$ cat src/rtl/cnn_window_fetch.sv
// Unpacks UART bytes into a pixel RAM and streams KxK windows from it to a CNN core.
// Optional stride select port is added when CNN_WF_STRIDE_EN is defined.
module cnn_window_fetch #(
  parameter int unsigned IMG_W  = 28,
  parameter int unsigned IMG_H  = 28,
  parameter int unsigned K      = 3,
  parameter int unsigned PIX_W  = 1,
  parameter int unsigned ADDR_W = 10
) (
  input  logic              clk,
  input  logic              rst,
  input  logic [7:0]        rx_data,
  input  logic              rx_vld,
  output logic              rx_rdy,
  output logic              ram_we,
  output logic [ADDR_W-1:0] ram_waddr,
  output logic [PIX_W-1:0]  ram_wdata,
  output logic [ADDR_W-1:0] ram_raddr,
  input  logic [PIX_W-1:0]  ram_rdata,
  input  logic              core_bsy,
`ifdef CNN_WF_STRIDE_EN
  input  logic              stride_sel,
`endif
  output logic [PIX_W-1:0]  pix_out,
  output logic              pix_vld,
  output logic              win_first,
  output logic              win_last,
  output logic              frame_done
);

  localparam int unsigned CNT_W = ADDR_W + 1;
  localparam int unsigned NPIX  = IMG_W * IMG_H;
  localparam int unsigned PPB   = 8 / PIX_W;
  localparam int unsigned KW    = (K > 1) ? $clog2(K) : 1;

  localparam logic [CNT_W-1:0]  NPIX_M1 = CNT_W'(NPIX - 1);
  localparam logic [2:0]        PPB_M1  = 3'(PPB - 1);
  localparam logic [ADDR_W-1:0] W_A     = ADDR_W'(IMG_W);
  localparam logic [ADDR_W-1:0] K_M1_A  = ADDR_W'(K - 1);
  localparam logic [ADDR_W-1:0] C_MAX   = ADDR_W'(IMG_W - K);
  localparam logic [ADDR_W-1:0] R_MAX   = ADDR_W'(IMG_H - K);
  localparam logic [KW-1:0]     K_M1    = KW'(K - 1);

  localparam logic [1:0] S_IDLE = 2'd0;
  localparam logic [1:0] S_WAIT = 2'd1;
  localparam logic [1:0] S_READ = 2'd2;
  localparam logic [1:0] S_DONE = 2'd3;

  logic [1:0]        state, nxt_state;
  logic [ADDR_W-1:0] org_r, org_c, nxt_r, nxt_c;
  logic [KW-1:0]     win_i, win_j, nxt_i, nxt_j;
  logic [ADDR_W-1:0] stride, need, nxt_raddr;

  logic [CNT_W-1:0]  wr_cnt;
  logic [7:0]        byte_buf, wr_src;
  logic [2:0]        px_left;
  logic              full, done_seen;
  logic              acc, wr_act, wr_last, rd_done;

`ifdef CNN_WF_STRIDE_EN
  logic stride_q;

  // Stride is latched once per frame, when the first pixel lands
  always_ff @(posedge clk or posedge rst) begin
    if (rst)
      stride_q <= 1'b0;
    else if (state == S_IDLE && nxt_state == S_WAIT)
      stride_q <= stride_sel;
  end

  assign stride = stride_q ? ADDR_W'(2) : ADDR_W'(1);
`else
  assign stride = ADDR_W'(1);
`endif

  assign acc     = rx_vld & rx_rdy;
  assign wr_act  = acc | (px_left != 3'd0);
  assign wr_last = wr_act & (wr_cnt == NPIX_M1);
  assign rd_done = (state == S_DONE);
  assign wr_src  = acc ? rx_data : byte_buf;
  assign need    = (org_r + K_M1_A) * W_A + org_c + K_M1_A;
  assign pix_out = pix_vld ? ram_rdata : '0;

  // Write side: first pixel comes straight from rx_data, the rest from the shift buffer
  always_ff @(posedge clk or posedge rst) begin
    if (rst) begin
      rx_rdy    <= 1'b1;
      ram_we    <= 1'b0;
      ram_waddr <= '0;
      ram_wdata <= '0;
      wr_cnt    <= '0;
      byte_buf  <= '0;
      px_left   <= '0;
      full      <= 1'b0;
      done_seen <= 1'b0;
    end else begin
      ram_we <= 1'b0;
      if (wr_act) begin
        ram_we    <= 1'b1;
        ram_waddr <= wr_cnt[ADDR_W-1:0];
        ram_wdata <= wr_src[PIX_W-1:0];
        byte_buf  <= wr_src >> PIX_W;
        if (wr_last) begin
          px_left <= '0;
          if (done_seen || rd_done) begin
            wr_cnt    <= '0;
            rx_rdy    <= 1'b1;
            done_seen <= 1'b0;
          end else begin
            wr_cnt <= wr_cnt + CNT_W'(1);
            full   <= 1'b1;
            rx_rdy <= 1'b0;
          end
        end else begin
          wr_cnt  <= wr_cnt + CNT_W'(1);
          px_left <= acc ? PPB_M1 : px_left - 3'd1;
          rx_rdy  <= acc ? (PPB_M1 == 3'd0) : (px_left == 3'd1);
          if (rd_done) done_seen <= 1'b1;
        end
      end else if (rd_done) begin
        // Reads can finish before the last pixel arrives when the stride skips the tail
        if (full) begin
          wr_cnt <= '0;
          full   <= 1'b0;
          rx_rdy <= 1'b1;
        end else begin
          done_seen <= 1'b1;
        end
      end
    end
  end

  // Read FSM next-state and window/origin stepping
  always_comb begin
    nxt_state = state;
    nxt_r     = org_r;
    nxt_c     = org_c;
    nxt_i     = win_i;
    nxt_j     = win_j;
    case (state)
      S_IDLE: begin
        if (ram_we && ram_waddr == '0) begin
          nxt_state = S_WAIT;
          nxt_r     = '0;
          nxt_c     = '0;
        end
      end
      S_WAIT: begin
        if ((wr_cnt > {1'b0, need}) && !core_bsy) begin
          nxt_state = S_READ;
          nxt_i     = '0;
          nxt_j     = '0;
        end
      end
      S_READ: begin
        if (win_j == K_M1) begin
          nxt_j = '0;
          if (win_i == K_M1) begin
            nxt_i = '0;
            if (org_c + stride > C_MAX) begin
              nxt_c = '0;
              if (org_r + stride > R_MAX) begin
                nxt_state = S_DONE;
                nxt_r     = '0;
              end else begin
                nxt_r     = org_r + stride;
                nxt_state = S_WAIT;
              end
            end else begin
              nxt_c     = org_c + stride;
              nxt_state = S_WAIT;
            end
          end else begin
            nxt_i = win_i + KW'(1);
          end
        end else begin
          nxt_j = win_j + KW'(1);
        end
      end
      S_DONE:  nxt_state = S_IDLE;
      default: nxt_state = S_IDLE;
    endcase
  end

  assign nxt_raddr = (nxt_r + ADDR_W'(nxt_i)) * W_A + nxt_c + ADDR_W'(nxt_j);

  // Read FSM state and registered read-side outputs
  always_ff @(posedge clk or posedge rst) begin
    if (rst) begin
      state      <= S_IDLE;
      org_r      <= '0;
      org_c      <= '0;
      win_i      <= '0;
      win_j      <= '0;
      ram_raddr  <= '0;
      pix_vld    <= 1'b0;
      win_first  <= 1'b0;
      win_last   <= 1'b0;
      frame_done <= 1'b0;
    end else begin
      state <= nxt_state;
      org_r <= nxt_r;
      org_c <= nxt_c;
      win_i <= nxt_i;
      win_j <= nxt_j;
      if (nxt_state == S_READ) ram_raddr <= nxt_raddr;
      pix_vld    <= (state == S_READ);
      win_first  <= (state == S_READ) && (win_i == '0) && (win_j == '0);
      win_last   <= (state == S_READ) && (win_i == K_M1) && (win_j == K_M1);
      frame_done <= (state == S_DONE);
    end
  end

endmodule

$ cat config.mk
export PLATFORM = sky130hd
export DESIGN_NAME = cnn_window_fetch
export DESIGN_NICKNAME = d
export VERILOG_FILES = /design/src/rtl/cnn_window_fetch.sv
export SDC_FILE = /design/constraint.sdc
export NUM_CORES = 1
export LEC_CHECK = 0
export ABC_AREA = 1
export CAP_MARGIN = 20
export CORE_UTILIZATION = 65
export CTS_BUF_LIST = sky130_fd_sc_hd__clkbuf_8 sky130_fd_sc_hd__clkbuf_16
export DETAILED_ROUTE_END_ITERATION = 10
export PLACE_DENSITY_LB_ADDON = 0.25
export SLEW_MARGIN = 20
export SYNTH_ARGS = -nofsm -noshare
export SYNTH_HDL_FRONTEND = slang
export SYNTH_SLANG_ARGS = --single-unit
$ cat constraint.sdc
create_clock -name clk -period 17.7 [get_ports clk]
set_clock_uncertainty 0.1 [all_clocks]
set_input_delay 3.54 -clock clk [delete_from_list [all_inputs] [get_ports clk]]
set_output_delay 3.54 -clock clk [all_outputs]
set_load 0.1 [all_outputs]
==> results by group <==
STA
  – Actual slew at the worst max-slew pin: 992.1 ps
  – Final Hold Fails: 0
  – Slew Limit Headroom: 33.65%
  – Final setup TNS: 0 ps
  – RSZ-0062 raised after global routing: no
  – Final setup viols: 0
  – Final period utilization: 50.54%
  – PnR worst setup slack: 8754 ps
  – Max Fclk: 111.8 MHz
  – Final Max Slew Viols: 0
  – Min Tclk post-route: 8946 ps

Global route
  – Pin count of the biggest net entering global routing: 77
  – First-pass GRT wire length: 22450 um
  – Initial antenna violation count: 0
  – Vias in the first global route: 5148
  – Total gr overflow: 0
  – Total Routing Usage GR: 29.17%

Clock network
  – Post_cts resized: 0
  – CTS tree: built
  – Cts bufs inserted: 9
  – Clk pin slew, worst setup/hold paths: 80 ps
  – H-Tree Depth: 3
  – Postcts setup bufs: 0
  – Hold_buf cts: 0
  – Max Root-Sink Buffers: 2
  – Worst-Skew Late Latency: 360 ps
  – Clock Sinks: 76
  – Root Driver: clkbuf_8

Cells and area
  – Layout area overhead: 12.12%
  – Nets: 868
  – Share of cells above drive strength 1: 7.566%
  – Ant diodes: 0
  – Finished Layout Cells: 901

Detailed routing
  – Vias: 5059
  – Average routed wire per standard cell: 14.35 um
  – Post-route ant nets: 0
  – Iter 0 DRT Violations: 174
  – Residual DRC: 0
  – DRT Pass-1 Iters: 5
  – Vias per Instance: 5.615
  – Routed WL: 12930 um

Power
  – Tot Pwr: 1213 uW
  – Pwr dens: 184.4 nW/um^2
  – Peak supply drop: 0.1030 mV
  – Lkg Pwr: 0.003272 uW

Placed design
  – Total placed cells including tap cells: 885
  – Pre-CTS WS: 8707 ps
  – Hpwl dp: 9944 um
  – PortBufs: 40
  – Gpl congestion: 0.8701

Die
  – Die H: 97.00 um
  – Die footprint: 9408 um^2
  – Starting density of the core: 67.26%
  – Io pins: 41
  – Core Box Area: 8721 um^2
  – Chip width: 97.00 um
  – Row count: 34

Setup path
  – Req. time, crit path: 17850 ps
  – CP top delay family: adder cells
  – Worst path bufs/invs: 6
  – Nature of the critical path endpoint: flip-flop
  – CP Launch Type: flip-flop
  – Critical Path Max Stage Delay: 500 ps
  – CP max-delay cell: dfrtp_1
  – CP Max Fanout: 10
  – Most used cell, CP: ha_1
  – Crit Path Category: reg2reg
  – Worst EP arrival: 9100 ps

Yosys
  – Post-synth top area share: 32.00%
  – Dominant synthesized flop cell: dfrtp_1
  – Syn Area/Cell: 7.852 um^2
  – Post-synth EDFFs: 0
  – Most common cell in the synthesized netlist: nand2_1
  – Most common library cells after synthesis: nand2_1, inv_1, dfrtp_1, ha_1, nor2_1
  – Unique cell type count in the Yosys netlist: 41
  – Asr flop ratio synth: 100.0%
  – Post-synth top area cell: dfrtp_1
  – Post-synthesis sequential area ratio: 32.44%
  – YS warnings: 0
  – Area contributors post-synth: dfrtp_1, ha_1, nand2_1, inv_1, xor2_1
  – Mapped cell area: 5866 um^2
  – Gate Count Post-Synth: 747
  – #FFs+latches synth: 76
  – Syn_nets: 827

Run
  – Max-cap violations: 0

Min path
  – Hold crit path type: reg2reg

Status
  – Outcome: finished clean
-- worst reg2reg max path: cells and delay by family (launching register included) --
kind | cells | cell delay [ps]
AOI/OAI and AO/OA | 7 | 1140
xor gates and xnor gates | 6 | 1380
adders and majority gates | 11 | 3570
buffers and inverters | 6 | 400
DFF | 1 | 500
and+or+nand+nor | 16 | 1760
-- through the flow --
step           hold slack, ps  util, %  instance area (um^2)
2_1_floorplan           366.4        -                  5866
3_3_place_gp            360.5    73.01                  6367
3_5_place_dp            368.6    73.01                  6367
4_1_cts                 393.4    75.41                  6576
5_1_grt                 408.1    75.41                  6576
6_report                387.6    75.41                  6576
-- metal layers --
layer	vias to the layer above	share of wire, %	GRT usage [%]
li1	2501	-	-
met5	-	0	0
met1	2390	41	33.94
met3	29	3.9	4.408
met4	0	2.8	13.09
met2	139	52	52.76
-- state kept, by name (all words and copies together) (netlist names), 2 cells and up, named ones only --
register,cells
org_r,8
ram_raddr,10
px_left,3
org_c,10
win_i,2
win_j,2
wr_cnt,11
byte_buf,7
ram_waddr,10
state,2
-- placed cells by master (no fill, tap or decap), types with 4 or more instances in the layout --
| master | count |
|---|---|
| nand3_1 | 43 |
| nor2_2 | 5 |
| fa_1 | 11 |
| nand3b_1 | 4 |
| nor2_4 | 7 |
| o22ai_1 | 11 |
| xor2_1 | 35 |
| a21oi_1 | 31 |
| a31oi_1 | 11 |
| nand2_2 | 11 |
| nand2_1 | 160 |
| clkdlybuf4s50_1 | 40 |
| inv_1 | 113 |
| inv_2 | 5 |
| o21ai_0 | 36 |
| o211ai_1 | 4 |
| clkbuf_8 | 10 |
| xnor2_1 | 14 |
| nor2_1 | 52 |
| nand2_4 | 5 |
| nor3_1 | 6 |
| nand4_1 | 11 |
| ha_1 | 56 |
| dfrtp_1 | 75 |
-- where the power goes --
group / switching (uW) / leakage (uW) / internal [uW] / total (uW)
Clock: 70.4 / 0.0000991 / 69.9 / 140
Sequential: 46.8 / 0.000981 / 227 / 274
Combinational: 544 / 0.00219 / 254 / 798
Total: 661 / 0.00327 / 551 / 1210
-- cells by family (layout without fill, tap and decap cells) --
| family | Yosys count | in the layout | share of synthesized area [%] |
|---|---|---|---|
| AND/OR/NAND/NOR | 312 | 312 | 24.66 |
| buffers and inverters | 130 | 176 | 8.468 |
| AO/OA/AOI/OAI | 113 | 113 | 11.41 |
| flip-flops | 76 | 76 | 32.44 |
| adder cells (fa/ha/maj) | 67 | 67 | 15.70 |
| XOR/XNOR | 49 | 49 | 7.317 |
-- area by class of cell --
| class | count | area, um^2 |
|---|---|---|
| multi-input cells | 541 | 3471 |
| fillers | 638 | 2145 |
| flip-flops and latches | 76 | 1903 |
| inverters | 118 | 442.9 |
| repair buffers | 42 | 415.4 |
| clock buffers | 10 | 137.6 |
| well taps | 108 | 135.1 |
| clock inverters | 6 | 71.32 |
-- final timing paths --
kind / from / endpoint / slack [ps] / cells after the start
min in group asynchronous: rst / byte_buf[3] / 3700 / 3
min reg2reg: ram_raddr[5] / ram_raddr[5] / 390 / 2
max in group asynchronous: rst / org_r[7] / 13190 / 3
max: org_r[2] / ram_raddr[9] / 8750 / 46
min: ram_raddr[5] / ram_raddr[5] / 390 / 2
max reg2reg: org_r[2] / ram_raddr[9] / 8750 / 46
Power figures use the tool's default switching activity.
